File: config.mk
export PLATFORM = sky130hd
export DESIGN_NAME = proc_phase_sequencer_flat
export DESIGN_NICKNAME = d
export VERILOG_FILES = /design/src/rtl/proc_phase_sequencer_pkg.sv /design/src/rtl/proc_phase_sequencer_if.sv /design/src/rtl/proc_phase_sequencer_clk_phase_decode.sv /design/src/rtl/proc_phase_sequencer.sv /design/src/flat_wrapper.sv
export SDC_FILE = /design/constraint.sdc
export NUM_CORES = 1
export LEC_CHECK = 0
export ABC_CLOCK_PERIOD_IN_PS = 3100
export CAP_MARGIN = 30
export CORE_MARGIN = 2
export CORE_UTILIZATION = 55
export CTS_BUF_LIST = sky130_fd_sc_hd__clkbuf_4 sky130_fd_sc_hd__clkbuf_8
export CTS_CLUSTER_DIAMETER = 50
export DETAILED_ROUTE_END_ITERATION = 16
export PLACE_DENSITY = 0.89
export RECOVER_POWER = 100
export SLEW_MARGIN = 20
export SYNTH_ARGS = -nofsm -noshare
export SYNTH_HDL_FRONTEND = slang
export SYNTH_SLANG_ARGS = --single-unit
File: constraint.sdc
create_clock -name clock -period 3.1 [get_ports clock]
set_clock_uncertainty 0.1 [all_clocks]
set_input_delay 0.93 -clock clock [delete_from_list [all_inputs] [get_ports clock]]
set_output_delay 0.93 -clock clock [all_outputs]
set_load 0.1 [all_outputs]
File: src/rtl/proc_phase_sequencer_pkg.sv
// Shared definitions for the processor phase sequencer: FSM state encodings,
// default phase placement and the decoded per-unit clock bundle.
package proc_phase_sequencer_pkg;

  typedef enum logic [1:0] {
    ST_HALT  = 2'd0,
    ST_RUN   = 2'd1,
    ST_STALL = 2'd2
  } state_e;

  localparam int DEF_CYCLE_LEN = 4;
  localparam int DEF_IMEM_PH   = 0;
  localparam int DEF_DMEM_PH   = 2;
  localparam int DEF_RF_PH     = 3;

  typedef struct packed {
    logic imem_clk;
    logic dmem_clk;
    logic proc_clk;
    logic rf_clk;
    logic cycle_start;
    logic halted;
  } dec_t;

  function automatic int ph_w(input int cycle_len);
    return (cycle_len > 1) ? $clog2(cycle_len) : 1;
  endfunction

endpackage

File: src/rtl/proc_phase_sequencer_if.sv
// Control inputs and derived clock/status outputs of the phase sequencer.
interface proc_phase_sequencer_if #(
  parameter int PH_W  = 2,
  parameter int CNT_W = 32
);
  logic             run;
  logic             step;
  logic             stall_req;
  logic             imem_clock;
  logic             dmem_clock;
  logic             processor_clock;
  logic             regfile_clock;
  logic [PH_W-1:0]  phase;
  logic             cycle_start;
  logic             halted;
  logic [CNT_W-1:0] cycle_count;

  modport master (
    output run, step, stall_req,
    input  imem_clock, dmem_clock, processor_clock, regfile_clock,
    input  phase, cycle_start, halted, cycle_count
  );

  modport slave (
    input  run, step, stall_req,
    output imem_clock, dmem_clock, processor_clock, regfile_clock,
    output phase, cycle_start, halted, cycle_count
  );
endinterface

File: src/rtl/proc_phase_sequencer_clk_phase_decode.sv
// Pure combinational map from (state, phase) to the unit clock pattern and
// status bits; the caller registers the result so outputs stay glitch-free.
module clk_phase_decode
  import proc_phase_sequencer_pkg::*;
#(
  parameter int CYCLE_LEN = DEF_CYCLE_LEN,
  parameter int IMEM_PH   = DEF_IMEM_PH,
  parameter int DMEM_PH   = DEF_DMEM_PH,
  parameter int RF_PH     = DEF_RF_PH,
  parameter int PH_W      = ph_w(CYCLE_LEN)
) (
  input  state_e          i_state,
  input  logic [PH_W-1:0] i_ph,
  output dec_t            o_dec
);

  logic w_run;
  int   w_ph;

  assign w_run = (i_state == ST_RUN);
  assign w_ph  = int'(i_ph);

  // Clocks only toggle in RUN; HALT and STALL park every unit clock low.
  assign o_dec.proc_clk    = w_run && (w_ph < CYCLE_LEN / 2);
  assign o_dec.imem_clk    = w_run && (w_ph == IMEM_PH);
  assign o_dec.dmem_clk    = w_run && (w_ph == DMEM_PH);
  assign o_dec.rf_clk      = w_run && (w_ph == RF_PH);
  assign o_dec.cycle_start = w_run && (w_ph == 0);
  assign o_dec.halted      = (i_state == ST_HALT);

endmodule

File: src/rtl/proc_phase_sequencer.sv
// Divides the master clock into processor cycles and generates the per-unit
// clocks, with run/halt, single-step and stall control at cycle boundaries.
module proc_phase_sequencer
  import proc_phase_sequencer_pkg::*;
#(
  parameter int CYCLE_LEN = DEF_CYCLE_LEN,
  parameter int IMEM_PH   = DEF_IMEM_PH,
  parameter int DMEM_PH   = DEF_DMEM_PH,
  parameter int RF_PH     = DEF_RF_PH,
  parameter int CNT_W     = 32
) (
  input  logic                  clock,
  input  logic                  reset,
  proc_phase_sequencer_if.slave bus
);

  localparam int              PH_W = ph_w(CYCLE_LEN);
  localparam logic [PH_W-1:0] LAST = PH_W'(CYCLE_LEN - 1);

  state_e           r_state;
  state_e           w_state_nxt;
  state_e           w_dec_state;
  logic [PH_W-1:0]  r_ph;
  logic [PH_W-1:0]  w_ph_nxt;
  logic [PH_W-1:0]  w_dec_ph;
  logic             r_step_pending;
  logic             w_pending_nxt;
  logic             w_last;
  logic             w_boundary;
  logic             w_go;
  logic [CNT_W-1:0] r_cnt;
  dec_t             w_dec;
  dec_t             r_dec;

  always_comb begin
    w_state_nxt   = r_state;
    w_ph_nxt      = r_ph;
    w_pending_nxt = r_step_pending;
    w_last        = (r_ph == LAST);
    w_boundary    = (r_state != ST_RUN) || w_last;
    w_go          = bus.run || r_step_pending || bus.step;

    if (bus.step && !bus.run) begin
      w_pending_nxt = 1'b1;
    end

    // Mid-cycle the inputs are ignored; decisions happen only at the boundary.
    if (w_boundary) begin
      if (bus.stall_req) begin
        w_state_nxt = ST_STALL;
        w_ph_nxt    = LAST;
      end else if (w_go) begin
        w_state_nxt   = ST_RUN;
        w_ph_nxt      = '0;
        w_pending_nxt = 1'b0;
      end else begin
        w_state_nxt = ST_HALT;
        w_ph_nxt    = LAST;
      end
    end else begin
      w_ph_nxt = r_ph + PH_W'(1);
    end
  end

  // Outputs are decoded from the post-edge state so they land with ph.
  assign w_dec_state = reset ? ST_HALT : w_state_nxt;
  assign w_dec_ph    = reset ? LAST    : w_ph_nxt;

  clk_phase_decode #(
    .CYCLE_LEN (CYCLE_LEN),
    .IMEM_PH   (IMEM_PH),
    .DMEM_PH   (DMEM_PH),
    .RF_PH     (RF_PH),
    .PH_W      (PH_W)
  ) u_decode (
    .i_state (w_dec_state),
    .i_ph    (w_dec_ph),
    .o_dec   (w_dec)
  );

  always_ff @(posedge clock) begin
    if (reset) begin
      r_state        <= ST_HALT;
      r_ph           <= LAST;
      r_step_pending <= 1'b0;
      r_cnt          <= '0;
    end else begin
      r_state        <= w_state_nxt;
      r_ph           <= w_ph_nxt;
      r_step_pending <= w_pending_nxt;
      if (r_state == ST_RUN && w_last) begin
        r_cnt <= r_cnt + CNT_W'(1);
      end
    end
    r_dec <= w_dec;
  end

  assign bus.imem_clock      = r_dec.imem_clk;
  assign bus.dmem_clock      = r_dec.dmem_clk;
  assign bus.processor_clock = r_dec.proc_clk;
  assign bus.regfile_clock   = r_dec.rf_clk;
  assign bus.cycle_start     = r_dec.cycle_start;
  assign bus.halted          = r_dec.halted;
  assign bus.phase           = r_ph;
  assign bus.cycle_count     = r_cnt;

endmodule

File: src/flat_wrapper.sv
// flat-port wrapper written by rule: the top's interface ports become plain ports
module proc_phase_sequencer_flat import proc_phase_sequencer_pkg::*;
#(
  parameter int CYCLE_LEN = DEF_CYCLE_LEN,
  parameter int IMEM_PH   = DEF_IMEM_PH,
  parameter int DMEM_PH   = DEF_DMEM_PH,
  parameter int RF_PH     = DEF_RF_PH,
  parameter int CNT_W     = 32
)
  (clock, reset, bus_run, bus_step, bus_stall_req, bus_imem_clock, bus_dmem_clock, bus_processor_clock, bus_regfile_clock, bus_phase, bus_cycle_start, bus_halted, bus_cycle_count);
  proc_phase_sequencer_if #(.PH_W(2), .CNT_W(CNT_W)) bus_i ();
  input  logic clock;
  input  logic reset;
  input wire logic [$bits(bus_i.run)-1:0] bus_run;
  input wire logic [$bits(bus_i.step)-1:0] bus_step;
  input wire logic [$bits(bus_i.stall_req)-1:0] bus_stall_req;
  output wire logic [$bits(bus_i.imem_clock)-1:0] bus_imem_clock;
  output wire logic [$bits(bus_i.dmem_clock)-1:0] bus_dmem_clock;
  output wire logic [$bits(bus_i.processor_clock)-1:0] bus_processor_clock;
  output wire logic [$bits(bus_i.regfile_clock)-1:0] bus_regfile_clock;
  output wire logic [$bits(bus_i.phase)-1:0] bus_phase;
  output wire logic [$bits(bus_i.cycle_start)-1:0] bus_cycle_start;
  output wire logic [$bits(bus_i.halted)-1:0] bus_halted;
  output wire logic [$bits(bus_i.cycle_count)-1:0] bus_cycle_count;
  assign bus_i.run = bus_run;
  assign bus_i.step = bus_step;
  assign bus_i.stall_req = bus_stall_req;
  assign bus_imem_clock = bus_i.imem_clock;
  assign bus_dmem_clock = bus_i.dmem_clock;
  assign bus_processor_clock = bus_i.processor_clock;
  assign bus_regfile_clock = bus_i.regfile_clock;
  assign bus_phase = bus_i.phase;
  assign bus_cycle_start = bus_i.cycle_start;
  assign bus_halted = bus_i.halted;
  assign bus_cycle_count = bus_i.cycle_count;
  proc_phase_sequencer #(.CYCLE_LEN(CYCLE_LEN), .IMEM_PH(IMEM_PH), .DMEM_PH(DMEM_PH), .RF_PH(RF_PH), .CNT_W(CNT_W)) u_core (.clock(clock), .reset(reset), .bus(bus_i));
endmodule
# Yosys cells after proc, flatten, opt, wreduce, memory -nomap -nowiden
# Index checks and enable logic that the tools add are counted.
# totals
output_inout_bits,40
ff_bits,42
in_bits,5
wordCells,42
# classes
n_reduce_logical,12
mux,12
add_sub_neg,2
magnitude_cmp,1
n_eq_ne,6
# op_table
cell,n
32-bit by 1-bit adder with 32-bit output (second input constant),1
32-bit logical NOT,1
2-bit 2-to-1 mux,7
2-bit by 1-bit equality test with 1-bit output (second input constant),3
1-bit logical AND,6
1-bit 2-to-1 mux,5
2-bit equality test (second input constant),2
1-bit logical OR,3
2-bit by 1-bit adder with 2-bit output (second input constant),1
2-bit logical NOT,1
2-bit < comparator (second input constant),1
2-bit by 1-bit inequality test with 1-bit output (second input constant),1
1-bit logical NOT,1

# Logic depth before layout (Yosys ltp)
# depth
ltp_word,8
depth_mapped,7
ltp_nobuf,5

# Hierarchy
# From an unflattened synthesis, not the netlist that was laid out.
# unflattened
hier_cells,217
area_unflattened_um2,1971.9
# by_module_without_submodules
module,seq_area_each_um2,instances,cells_per_inst,area_each_um2
proc_phase_sequencer,860.8,1,211,1915.6
clk_phase_decode,0.0,1,6,56.3

# Worst setup path before layout
# No wires, ideal clock.
# synth_path
path_type,reg-to-reg
start,register u_core.r_ph[0] (netlist: u_core.bus.phase[0])
end,register u_core.r_cnt[25] (netlist: u_core.bus.cycle_count[25])
t_required_ns,2.879
setup_time_ns,0.121
arrival_time_ns,2.507
path_stages_with_launch,7
setup_slack_ns,0.373
period_less_slack_ns,2.727
path_cell_list,dfxtp_1 > ha_1 > and3b_1 > buf_2 > nand4_2 > nor4_1 > mux2_2
# synth_via
elab_chain_cells,2
# synth_lines
element,line_no,rtl
"start, declared",proc_phase_sequencer.sv:23,logic [PH_W-1:0] r_ph;
"start signal, assigned",proc_phase_sequencer.sv:89,r_ph <= w_ph_nxt;
2-bit equality test,proc_phase_sequencer.sv:39,w_last = (r_ph == LAST);
1-bit logical AND,proc_phase_sequencer.sv:91,if (r_state == ST_RUN && w_last) begin
"end signal, assigned",proc_phase_sequencer.sv:92,r_cnt <= r_cnt + CNT_W'(1);
"end, declared",proc_phase_sequencer.sv:31,logic [CNT_W-1:0] r_cnt;
# Every way passes these cells.
# A chain may end at the register's enable or synchronous reset.

# Final worst setup path
# layout_path
start,register u_core.r_cnt[16] (netlist: u_core.bus.cycle_count[16])
end,output bus_cycle_count[16]
# layout_lines
element,line_no,rtl
"end, declared",flat_wrapper.sv:24,output wire logic [$bits(bus_i.cycle_count)-1:0] bus_cycle_count;
# No word-level cell between the ends.

==> flow_summary_export.csv <==
group,metric,value,unit
cts,clk_pin_slew_worst_paths,0.11,ns
timing,setup_tns,0,ns
routing,wl,4.11,mm
critical_path,rr_endpoint,"u_core.bus.cycle_count[31]",
routing,drc,0,
cts,cts_buffers,5,
global_route,grt_antenna_before_repair,0,
cells_and_area,syn_to_final_growth,12.0,%
global_route,grt_max_degree,20,
timing,max_slew.worst_pin.slew,1.19,ns
logic_synthesis,yosysTopAreaCellShare,0.427,
timing,rsz0062_at_grt,"no",
logic_synthesis,synth_top_cell_by_area,"dfxtp_1",
critical_path,crit_family,"buffers and inverters",
timing,setup_viol,0,
cells_and_area,final_nets,267,
routing,ant_nets,0,
timing,whs,0.409,ns
worst_hold_path,min_path_type,"register to register",
worst_hold_path,holdPathStages,2,
cts,cts_hold_buffers,0,
cells_and_area,mostFrequentLayoutCells,"42 x dfxtp_1, 39 x clkbuf_1, 21 x nor2_1",
pwr,power,0.915,mW
worst_hold_path,min-delay-start,"u_core.bus.cycle_count[30]",
logic_synthesis,syn_nets,225,
global_route,grt_pass1_vias,1457,
logic_synthesis,yosys_warnings,0,
floorplan,die_h,63.9,um
pwr,p_per_area,415,nW/um^2
routing,drtIter0Drc,73,
logic_synthesis,seq_area_frac_synth,0.427,
floorplan,io_pins,45,
worst_hold_path,hold_path_end,"u_core.bus.cycle_count[30]",
critical_path,setup.worst_path.start_class,"register",
critical_path,cp-end-kind,"output port",
critical_path,worstSetupPathType,"register to output port",
critical_path,slowest_delay,0.89,ns
global_route,track_usage,0.207,
timing,slew_violations,0,
floorplan,num_rows,21,
cts,root_buffer,"clkbuf_4",
floorplan,die-area,4080,um^2
cts,clk_path_buf_depth,2,
critical_path,cp_slowest_cell,"buf_1",
job,drv_cap,0,
floorplan,start_util,0.581,
routing,num_vias,1788,
cts,insertion_delay,0.35,ns
floorplan,dieWidth,63.9,um
critical_path,critPathBufInv,1,
routing,wl_per_cell,13.5,um
routing,firstDrtPassIters,4,
critical_path,reg2reg_depth,5,
logic_synthesis,syn_area_per_cell,9.04,um^2
cts,tritoncts,"yes",
cts,postCtsSetupBuffers,0,
logic_synthesis,synth-seq-cells,42,
pwr,vdd_drop_max,0.381,mV
critical_path,r2r-start,"u_core.bus.phase[0]",
critical_path,cp_cell_sequence,"buf_1",
cts,cts-resized-gates,0,
timing,fin_crit_sh,0.882,
pwr,cellLeakagePower,0.751,nW
cells_and_area,layout-drive-gt1-share,0.0734,
cells_and_area,fill_cells,319,
critical_path,cp.required,2.07,ns
logic_synthesis,synth_area_leaders,"dfxtp_1 43%, a21oi_1 4.1%, nor2_1 4.0%",
cells_and_area,layout.cells.most_common,"dfxtp_1",
timing,clock.fmax,366,MHz
placement,gp_congestion,0.791,
logic_synthesis,yosysUniqueCellTypes,41,
cells_and_area,n_antenna_cell,0,
critical_path,cp_max_fo,7,
placement,dp_hpwl,3.00,mm
timing,period_minus_slack,2.73,ns
routing,via_per_inst,5.86,
timing,hold_violations,0,
run_status,status,"complete, no violations",
logic_synthesis,synth_area,1970,um^2
critical_path,regToRegSetupSlack,0.67,ns
global_route,grt_pass1_wl,6.63,mm
logic_synthesis,syn_inst,218,
floorplan,core,3390,um^2
cts,clkSinkCount,42,
global_route,overflow,0,
placement,port_buffers,44,
cts,h-tree-depth,2,
timing,slew_headroom,0.210,
critical_path,arrival,1.70,ns
-- layout make-up --
| type | instances | area [um^2] | area share |
|---|---|---|---|
| Multi-Input combinational cell | 159 | 1030 | 0.469 |
| Sequential cell | 42 | 841 | 0.381 |
| Timing Repair Buffer | 46 | 200 | 0.0907 |
| Tap cell | 46 | 57.6 | 0.0261 |
| Clock buffer | 6 | 51.3 | 0.0232 |
| Inverter | 6 | 22.5 | 0.0102 |
-- how the worst max path moves through the flow --
stage                                from                          to  slack, ns  cells after the start
2_1_floorplan         u_core.bus.phase[0]  u_core.bus.cycle_count[25]       0.37                      6
3_3_place_gp                        reset  u_core.bus.cycle_count[11]       0.69                      3
3_5_place_dp                        reset  u_core.bus.cycle_count[11]       0.66                      3
4_1_cts               u_core.bus.phase[0]  u_core.bus.cycle_count[28]       0.79                      5
5_1_grt        u_core.bus.cycle_count[22]         bus_cycle_count[22]       0.30                      1
6_report       u_core.bus.cycle_count[16]         bus_cycle_count[16]       0.37                      1
-- metrics by stage --
stage / worst slack [ns] / instance area [um^2] / utilization / std cells
after floorplan: 0.373 / 1970 / - / 218
after global placement: 0.690 / 2320 / 0.685 / 299
after detailed placement: 0.657 / 2320 / 0.685 / 299
after CTS: 0.795 / 2370 / 0.701 / 305
after global routing: 0.303 / 2210 / 0.651 / 305
final: 0.366 / 2210 / 0.651 / 305
-- sequential cells by signal (all words and copies together) (netlist names) --
name and flops:
u_core.r_state 2, u_core.bus.halted 1, u_core.bus.cycle_count 32, u_core.bus.phase 2, u_core.bus.processor_clock 1, u_core.bus.regfile_clock 1
u_core.bus.dmem_clock 1, u_core.r_step_pending 1, u_core.bus.imem_clock 1
-- synthesized netlist by cell type, drive strengths merged --
cell type,count
o31ai,10
o21ai,5
buf,8
and3b,1
and4b,2
a21o,1
nor3,6
inv,6
or2,1
nand3b,1
nor2b,5
and3,3
clkbuf,3
nand4,13
o31a,1
or3,4
dfxtp,42
and4,4
or3b,1
nor2,21
or4,10
xnor2,5
o21a,1
a21oi,16
nor4,5
ha,2
nand3,11
o21bai,1
mux2,5
o21ba,1
nor3b,2
nor4b,2
nand2,11
xor2,6
and2,2
-- power by group --
group          switching [mW]  leakage [nW]  internal (mW)
logic                  0.0751         0.380         0.0187
clock network           0.165        0.0302          0.102
registers             0.00648         0.340          0.548
-- cell families after synthesis --
group,count (synthesis),synth area share
AOI/OAI and AO/OA,36,0.112
and+or+nand+nor,105,0.329
xor gates and xnor gates,11,0.0489
buffers and inverters,17,0.0419
adders and majority gates,2,0.0127
muxes,5,0.0286
DFF,42,0.427
-- metal layers --
layer	routed length, um	GRT usage
met5	0	0
met4	82	0.0978
met3	225	0.0475
met2	1910	0.324
met1	1890	0.269
(Power assumes the default switching activity.)
